--- src/rtl/pixel_pkg.sv ---
// Shared pixel-pipeline constants and the result collector state encoding.
package pixel_pkg;

  localparam int unsigned PIXEL_DATA_WIDTH = 10;
  localparam int unsigned SCREEN_WIDTH     = 640;
  localparam int unsigned SCREEN_HEIGHT    = 480;
  localparam int unsigned NUM_ENGINES      = 12;
  localparam int unsigned ITER_WIDTH       = 8;

  typedef enum logic [1:0] {
    WAIT   = 2'd0,
    STREAM = 2'd1,
    FIN    = 2'd2,
    GUARD  = 2'd3
  } collector_state_t;

endpackage

--- src/rtl/raster_counter.sv ---
// Raster x/y position counter: advances one pixel per enable, wraps at line and frame end.
module raster_counter #(
  parameter int unsigned WIDTH         = 10,
  parameter int unsigned SCREEN_WIDTH  = 640,
  parameter int unsigned SCREEN_HEIGHT = 480
) (
  input  logic             clk,
  input  logic             reset,
  input  logic             advance,
  output logic [WIDTH-1:0] x,
  output logic [WIDTH-1:0] y
);

  localparam logic [WIDTH-1:0] X_LAST = WIDTH'(SCREEN_WIDTH - 1);
  localparam logic [WIDTH-1:0] Y_LAST = WIDTH'(SCREEN_HEIGHT - 1);

  // Position update: compare-and-wrap only, no modulo hardware
  always_ff @(posedge clk) begin
    if (!reset) begin
      x <= '0;
      y <= '0;
    end else if (advance) begin
      if (x == X_LAST) begin
        x <= '0;
        y <= (y == Y_LAST) ? '0 : y + WIDTH'(1);
      end else begin
        x <= x + WIDTH'(1);
      end
    end
  end

endmodule

--- src/rtl/engine_result_collector.sv ---
// Collects one batch of engine results and streams them out in engine order
// with per-pixel start-of-frame / end-of-line markers.
module engine_result_collector #(
  parameter int unsigned PIXEL_DATA_WIDTH = pixel_pkg::PIXEL_DATA_WIDTH,
  parameter int unsigned SCREEN_WIDTH     = pixel_pkg::SCREEN_WIDTH,
  parameter int unsigned SCREEN_HEIGHT    = pixel_pkg::SCREEN_HEIGHT,
  parameter int unsigned NUM_ENGINES      = pixel_pkg::NUM_ENGINES,
  parameter int unsigned ITER_WIDTH       = pixel_pkg::ITER_WIDTH
) (
  input  logic                   clk,
  input  logic                   reset,
  input  logic [NUM_ENGINES-1:0] eng_done,
  input  logic [ITER_WIDTH-1:0]  eng_iter [NUM_ENGINES-1:0],
  output logic                   fin_flag,
  output logic [ITER_WIDTH-1:0]  out_data,
  output logic                   out_valid,
  input  logic                   out_ready,
  output logic                   out_sof,
  output logic                   out_eol
);

  import pixel_pkg::*;

  localparam int unsigned K_W = (NUM_ENGINES > 1) ? $clog2(NUM_ENGINES) : 1;
  localparam logic [K_W-1:0] K_LAST = K_W'(NUM_ENGINES - 1);
  localparam logic [PIXEL_DATA_WIDTH-1:0] X_LAST = PIXEL_DATA_WIDTH'(SCREEN_WIDTH - 1);

  collector_state_t            state;
  logic [K_W-1:0]              k;
  logic [ITER_WIDTH-1:0]       capture_buf [NUM_ENGINES];
  logic                        beat_accept;
  logic [PIXEL_DATA_WIDTH-1:0] x;
  logic [PIXEL_DATA_WIDTH-1:0] y;

  // out_valid is only ever set while streaming, so this is the beat transfer
  assign beat_accept = out_valid && out_ready;

  // Markers follow the registered raster position and only qualify live beats
  assign out_sof = out_valid && (x == '0) && (y == '0);
  assign out_eol = out_valid && (x == X_LAST);

  // Raster position of the beat currently presented on the stream
  raster_counter #(
    .WIDTH        (PIXEL_DATA_WIDTH),
    .SCREEN_WIDTH (SCREEN_WIDTH),
    .SCREEN_HEIGHT(SCREEN_HEIGHT)
  ) u_raster (
    .clk    (clk),
    .reset  (reset),
    .advance(beat_accept),
    .x      (x),
    .y      (y)
  );

  // Batch FSM: capture on all-done, stream N beats, pulse fin_flag, one guard cycle
  always_ff @(posedge clk) begin
    if (!reset) begin
      state     <= WAIT;
      k         <= '0;
      fin_flag  <= 1'b0;
      out_valid <= 1'b0;
      out_data  <= '0;
      for (int i = 0; i < int'(NUM_ENGINES); i++) begin
        capture_buf[i] <= '0;
      end
    end else begin
      fin_flag <= 1'b0;
      case (state)
        WAIT: begin
          if (&eng_done) begin
            for (int i = 0; i < int'(NUM_ENGINES); i++) begin
              capture_buf[i] <= eng_iter[i];
            end
            k         <= '0;
            out_data  <= eng_iter[0];
            out_valid <= 1'b1;
            state     <= STREAM;
          end
        end
        STREAM: begin
          if (out_ready) begin
            if (k == K_LAST) begin
              out_valid <= 1'b0;
              fin_flag  <= 1'b1;
              state     <= FIN;
            end else begin
              k        <= k + K_W'(1);
              out_data <= capture_buf[k + K_W'(1)];
            end
          end
        end
        FIN: begin
          state <= GUARD;
        end
        GUARD: begin
          // Engines are still dropping eng_done here; never recapture
          state <= WAIT;
        end
        default: begin
          state <= WAIT;
        end
      endcase
    end
  end

endmodule

--- config.mk ---
export PLATFORM = sky130hd
export DESIGN_NAME = engine_result_collector
export DESIGN_NICKNAME = d
export VERILOG_FILES = /design/src/rtl/pixel_pkg.sv /design/src/rtl/raster_counter.sv /design/src/rtl/engine_result_collector.sv
export SDC_FILE = /design/constraint.sdc
export NUM_CORES = 1
export LEC_CHECK = 0
export BUFFER_PORTS_ARGS = -buffer_cell sky130_fd_sc_hd__buf_4
export CAP_MARGIN = 15
export CORE_UTILIZATION = 40
export CTS_CLUSTER_DIAMETER = 50
export DETAILED_ROUTE_END_ITERATION = 7
export PLACE_DENSITY = 0.65
export SYNTH_ARGS = -nofsm -noshare
export SYNTH_HDL_FRONTEND = slang
export SYNTH_SLANG_ARGS = --single-unit
export TNS_END_PERCENT = 10
--- constraint.sdc ---
create_clock -name clk -period 8.3 [get_ports clk]
set_input_delay 1.245 -clock clk [delete_from_list [all_inputs] [get_ports clk]]
set_output_delay 1.245 -clock clk [all_outputs]
set_load 0.01 [all_outputs]
## Word level (Yosys, flattened, before mapping)

Memories as Yosys holds them, arrays and structs flattened.
Cells that the tools add are included.

- Add/sub/neg operators: 3
- Multipliers: 0
- Divide/modulo/power cells: 0
- Magnitude comparators: 0
- Eq/ne operators: 10
- Shifts and indexed selects: 0
- Muxes and demuxes: 36
- Bitwise logic cells: 12
- Reductions and logical operators: 14

Operators with widths:

| cell | count |
|---|---|
| 2-to-1 mux 8 bit | 15 |
| adder 10 x 1 -> 10 bit, second input constant | 2 |
| logical NOT 10 bit | 2 |
| 2-to-1 mux 10 bit | 2 |
| case mux 8 bit (2 select lines) | 1 |
| 2-to-1 mux 4 bit | 3 |
| OR 1 bit | 12 |
| AND reduction 12 bit | 1 |
| equality test 10 bit, second input constant | 1 |
| equality test 10 x 9 -> 1 bit, second input constant | 1 |
| 2-to-1 mux 1 bit | 9 |
| inequality test 2 bit, second input constant | 4 |
| case mux 2 bit (4 select lines) | 1 |
| case mux 4 bit (2 select lines) | 1 |
| AND reduction 4 bit | 2 |
| 2-to-1 mux 2 bit | 3 |
| AND reduction 3 bit | 2 |
| adder 4 x 1 -> 4 bit, second input constant | 1 |
| equality test 2 bit, second input constant | 2 |
| equality test 4 bit, second input constant | 1 |
| logical AND 1 bit | 4 |
| equality test 2 x 1 -> 1 bit, second input constant | 1 |
| logical NOT 2 bit | 1 |
| case mux 1 bit (2 select lines) | 1 |
| 2 further kinds | 2 |

- Register bits after elaboration: 36
- Latch bits: 0
- Bits in writable memories: 96
- Memory bits (read-only): 0
- Input bits: 111
- Output and inout bits: 12
- Logic and storage cells: 83
- Memories kept: 1

Memories:

| name | depth | width | read ports | clocked after memory_dff | write ports | line | source |
|---|---|---|---|---|---|---|---|
| capture_buf | 12 | 8 | 1 | 0 | 12 | engine_result_collector.sv:30 | `logic [ITER_WIDTH-1:0] capture_buf [NUM_ENGINES];` |

## Longest topological paths before layout

- Depth in word-level cells: 6
- Gate-level depth with buffers: 7
- Mapped depth without buffers: 6

## Hierarchy

From an unflattened synthesis, not the netlist that was laid out.

- Cells, all modules: 477
- Area, all modules: 6372.4 um^2

Modules (own cells, without submodules):

| module | instances | cells each | area each (um^2) | seq. area each (um^2) |
|---|---|---|---|---|
| engine_result_collector | 1 | 360 | 5361.4 | 3203.1 |
| raster_counter | 1 | 117 | 1011.0 | 400.4 |

## Least setup slack after synthesis

OpenSTA, ideal clock, no wires.

- Path type: input to register
- From: input eng_done[10]
- To: memory capture_buf[0][0], enable pin
- Library setup time: 0.471 ns
- Data arrival time: 4.568 ns
- Required time: 7.829 ns
- Setup slack: 3.261 ns
- Cell stages on the path: 3
- Buffers on the path: 0
- Cell sequence: nand4_1 nor4_1 nand2b_1

RTL lines:

| item | line | source |
|---|---|---|
| start, declared | engine_result_collector.sv:12 | `input logic [NUM_ENGINES-1:0] eng_done,` |
| end, declared | engine_result_collector.sv:30 |  |

==> impl_metrics.toml <==
[cells_and_area]
antennaDiodeCount = 0
final_common_cell = "buf_4"
final_layout_size_suffix_gt1_share_pct = 31.2
final_cell_mix = "buf_4 (124), edfxtp_1 (96), and3_1 (81)"
area_delta_synth_final_pct = 27.3
fin_area_mm2 = 0.00786
fin_nets = 719
final_cells = 801

[clocking]
cts_root_buf = "clkbuf_16"
cts_sinks = 132
path_clk_slew_ns = 0.06
cts_tree = "done"
clockBufferDepth = 2
clk_latency_ns = 0.42
cts-resized-gates = 0
numCtsBuffers = 17
cts_htree_levels = 4
post-cts-setup-buffers = 0
hold_buffers = 0

[timing]
maxSlewViolCount = 0
finalSetupViolations = 0
finalSetupTns_ns = 0
max_freq_mhz = 314
fin_crit_ns = 3.19
hold_violations = 0
worst_slew_pin_slew_ns = 1.13
fin_ws_ns = 5.11
rsz0062_at_grt = "false"
clock_skew_ns = 0.00616
finalCritPeriodShare_pct = 38.4
whs_ns = 0.493
max_slew_margin_pct = 23.9

[floorplanning]
start_util_pct = 40.8
die_area_mm2 = 0.0159
num_rows = 45
die_y_um = 126
die_w_um = 126
core_mm2 = 0.0151
num_io_pins = 123

[min_path]
hold_class = "reg -> reg"
hold_end = "u_raster.y[0]$_SDFFE_PN0P_"
worstHoldStart = "u_raster.y[0]$_SDFFE_PN0P_"
holdPathStages = 2

[setup_path]
path_common_cell = "buf_4"
crit_slowest_cell = "buf_4"
r2r_slack_ns = 5.48
worstPathRequired_ns = 8.38
worstReg2RegStart = "k[0]$_SDFFE_PN0P_"
worst_path_largest_cell_delay_ns = 0.56
crit_buf_inv = 3
path_max_fanout = 82
startpoint_type = "input pin"
cpLargestDelayFamily = "buffers and inverters"
rr_endpoint = "out_data[5]$_SDFFE_PN0P_"
crit_chain = "buf_4 > nand4_1 > nor4_2 > buf_4 > nand2b_4 > buf_16"
end_kind = "flip-flop"
worstPathArrival_ns = 3.27
worstSetupPathType = "in -> reg"
r2r_cells = 5

[global_routing]
grt_pass1_vias = 4354
grt_pass1_wl_um = 21900
overflow = 0
grt_max_degree = 103
antenna_found_initial = 0
grt_use_total_pct = 18.3

[power_and_ir_drop]
clkPwrFrac_pct = 48.9
intPower_uw = 1270
ir_worst_vdd_mv = 0.141
seqPwrFrac_pct = 45.9
switching_share_pct = 20.0
netSwitchingPower_uw = 316
p_comb_share_pct = 5.1
powerDensity_mw_per_mm2 = 202
p_leak_uw = 0.00324

[synthesis]
synth_ff_type = "edfxtp_1"
syn_nets = 609
async_flop_share_pct = 0
synth_warnings = 0
syn_area_per_cell_um2 = 12.6
synth_seq_cells = 132
synthDistinctLibCells = 43
syn_area_mm2 = 0.00618
synth_edf_count = 96
synth_seq_area_share_pct = 58.3
syn_inst = 490

[detailed_routing]
drtPass1Iterations = 4
num_vias = 4374
postRouteAntennaNets = 0
drc = 0
via_per_inst = 5.46
finalWirelength_um = 13800
drt-initial-drc-count = 231
wl_per_cell_um = 17.2

[placement]
port_buffers = 122
dp_hpwl_um = 9460
place_worst_setup_slack_ns = 4.41
placed_area_mm2 = 0.00722
placedCellCount = 768
routabilityCongestion = 0.795

[outcome]
outcome = "finished, final reports clean"

[run]
max_cap_viol_count = 0
==> layout make-up <==
cell class                      count  area (um2)
Fill cell                        1290        7280
Sequential cell                   132        3600
Multi-Input combinational cell    312        2410
Timing Repair Buffer              125         958
Clock buffer                       18         429
Tap cell                          188         235
Clock inverter                     14         185
Inverter                           12        45.0
==> metal layers <==
layer,up-vias,global-route usage [%],wire length (um)
li1,2120,-,-
met1,2092,24.0,6090
met2,141,28.3,6510
met3,21,5.61,925
met4,0,6.95,253
met5,-,0,0
==> power groups by stage <==
stage | sequential, uW | combinational (uW) | clock [uW]
6_report | 728 | 81.5 | 776
2_1_floorplan | 742 | 29.5 | 0
3_5_place_dp | 743 | 80.6 | 0
5_1_grt | 729 | 88.7 | 813
3_3_place_gp | 742 | 78.5 | 0
4_1_cts | 729 | 80.8 | 785
==> through the flow <==
step	util [%]	power (uW)
6_report	51.9	1590
5_1_grt	51.9	1630
4_1_cts	51.7	1600
3_3_place_gp	47.7	820
3_5_place_dp	47.7	823
2_1_floorplan	-	772
==> cells by family (layout without fill, tap and decap cells) <==
| kind of cell | count (synthesis) | after routing | synth area share, % |
|---|---|---|---|
| flops | 132 | 132 | 58.3 |
| buf+inv | 46 | 169 | 3.02 |
| xor+xnor | 7 | 7 | 0.993 |
| simple gates | 195 | 195 | 19.0 |
| fa+ha+maj | 8 | 8 | 1.62 |
| mux | 33 | 33 | 10.4 |
| compound gates | 69 | 69 | 6.70 |
==> Yosys cell counts (10+ instances only) <==
cell       n  area [um2]
edfxtp_1  96        2880
and3_1    81         507
a21oi_1   36         180
dfxtp_1   36         721
clkbuf_1  30         113
mux4_2    24         541
and2_1    18         113
nand3_1   18        90.1
nand2_1   16        60.1
inv_1     12        45.0
nand4_1   12        75.1
nor2b_1   10        62.6
o21ai_0   10        50.1
==> worst reg2reg max path, delay by kind of cell (launching register included) <==
family / cells / cell delay [ns]
muxes: 1 / 0.31
DFF: 1 / 0.95
AOI/OAI and AO/OA: 1 / 0.32
xor gates and xnor gates: 1 / 0.72
adders and majority gates: 1 / 0.34
and+or+nand+nor: 1 / 0.08
==> sequential cells by signal, summed over array words and instances, names as in the netlist <==
name / cells
state: 2
fin_flag: 1
out_valid: 1
u_raster.x: 10
capture_buf: 96
out_data: 8
u_raster.y: 10
k: 4
==> how the worst max path moves through the flow <==
stage	from	endpoint	slack (ns)	depth (start not counted)
finish	eng_done[10]	capture_buf[7][3]$_SDFFCE_PN0P_	5.11	6
global route	eng_done[10]	capture_buf[1][7]$_SDFFCE_PN0P_	4.90	6
CTS	eng_done[10]	capture_buf[7][3]$_SDFFCE_PN0P_	4.85	5
detailed placement	eng_done[10]	capture_buf[7][1]$_SDFFCE_PN0P_	4.41	5
global placement	eng_done[10]	capture_buf[10][4]$_SDFFCE_PN0P_	4.52	5
floorplan	eng_done[10]	capture_buf[0][0]$_SDFFCE_PN0P_	3.26	3
(Power assumes the default switching activity.)
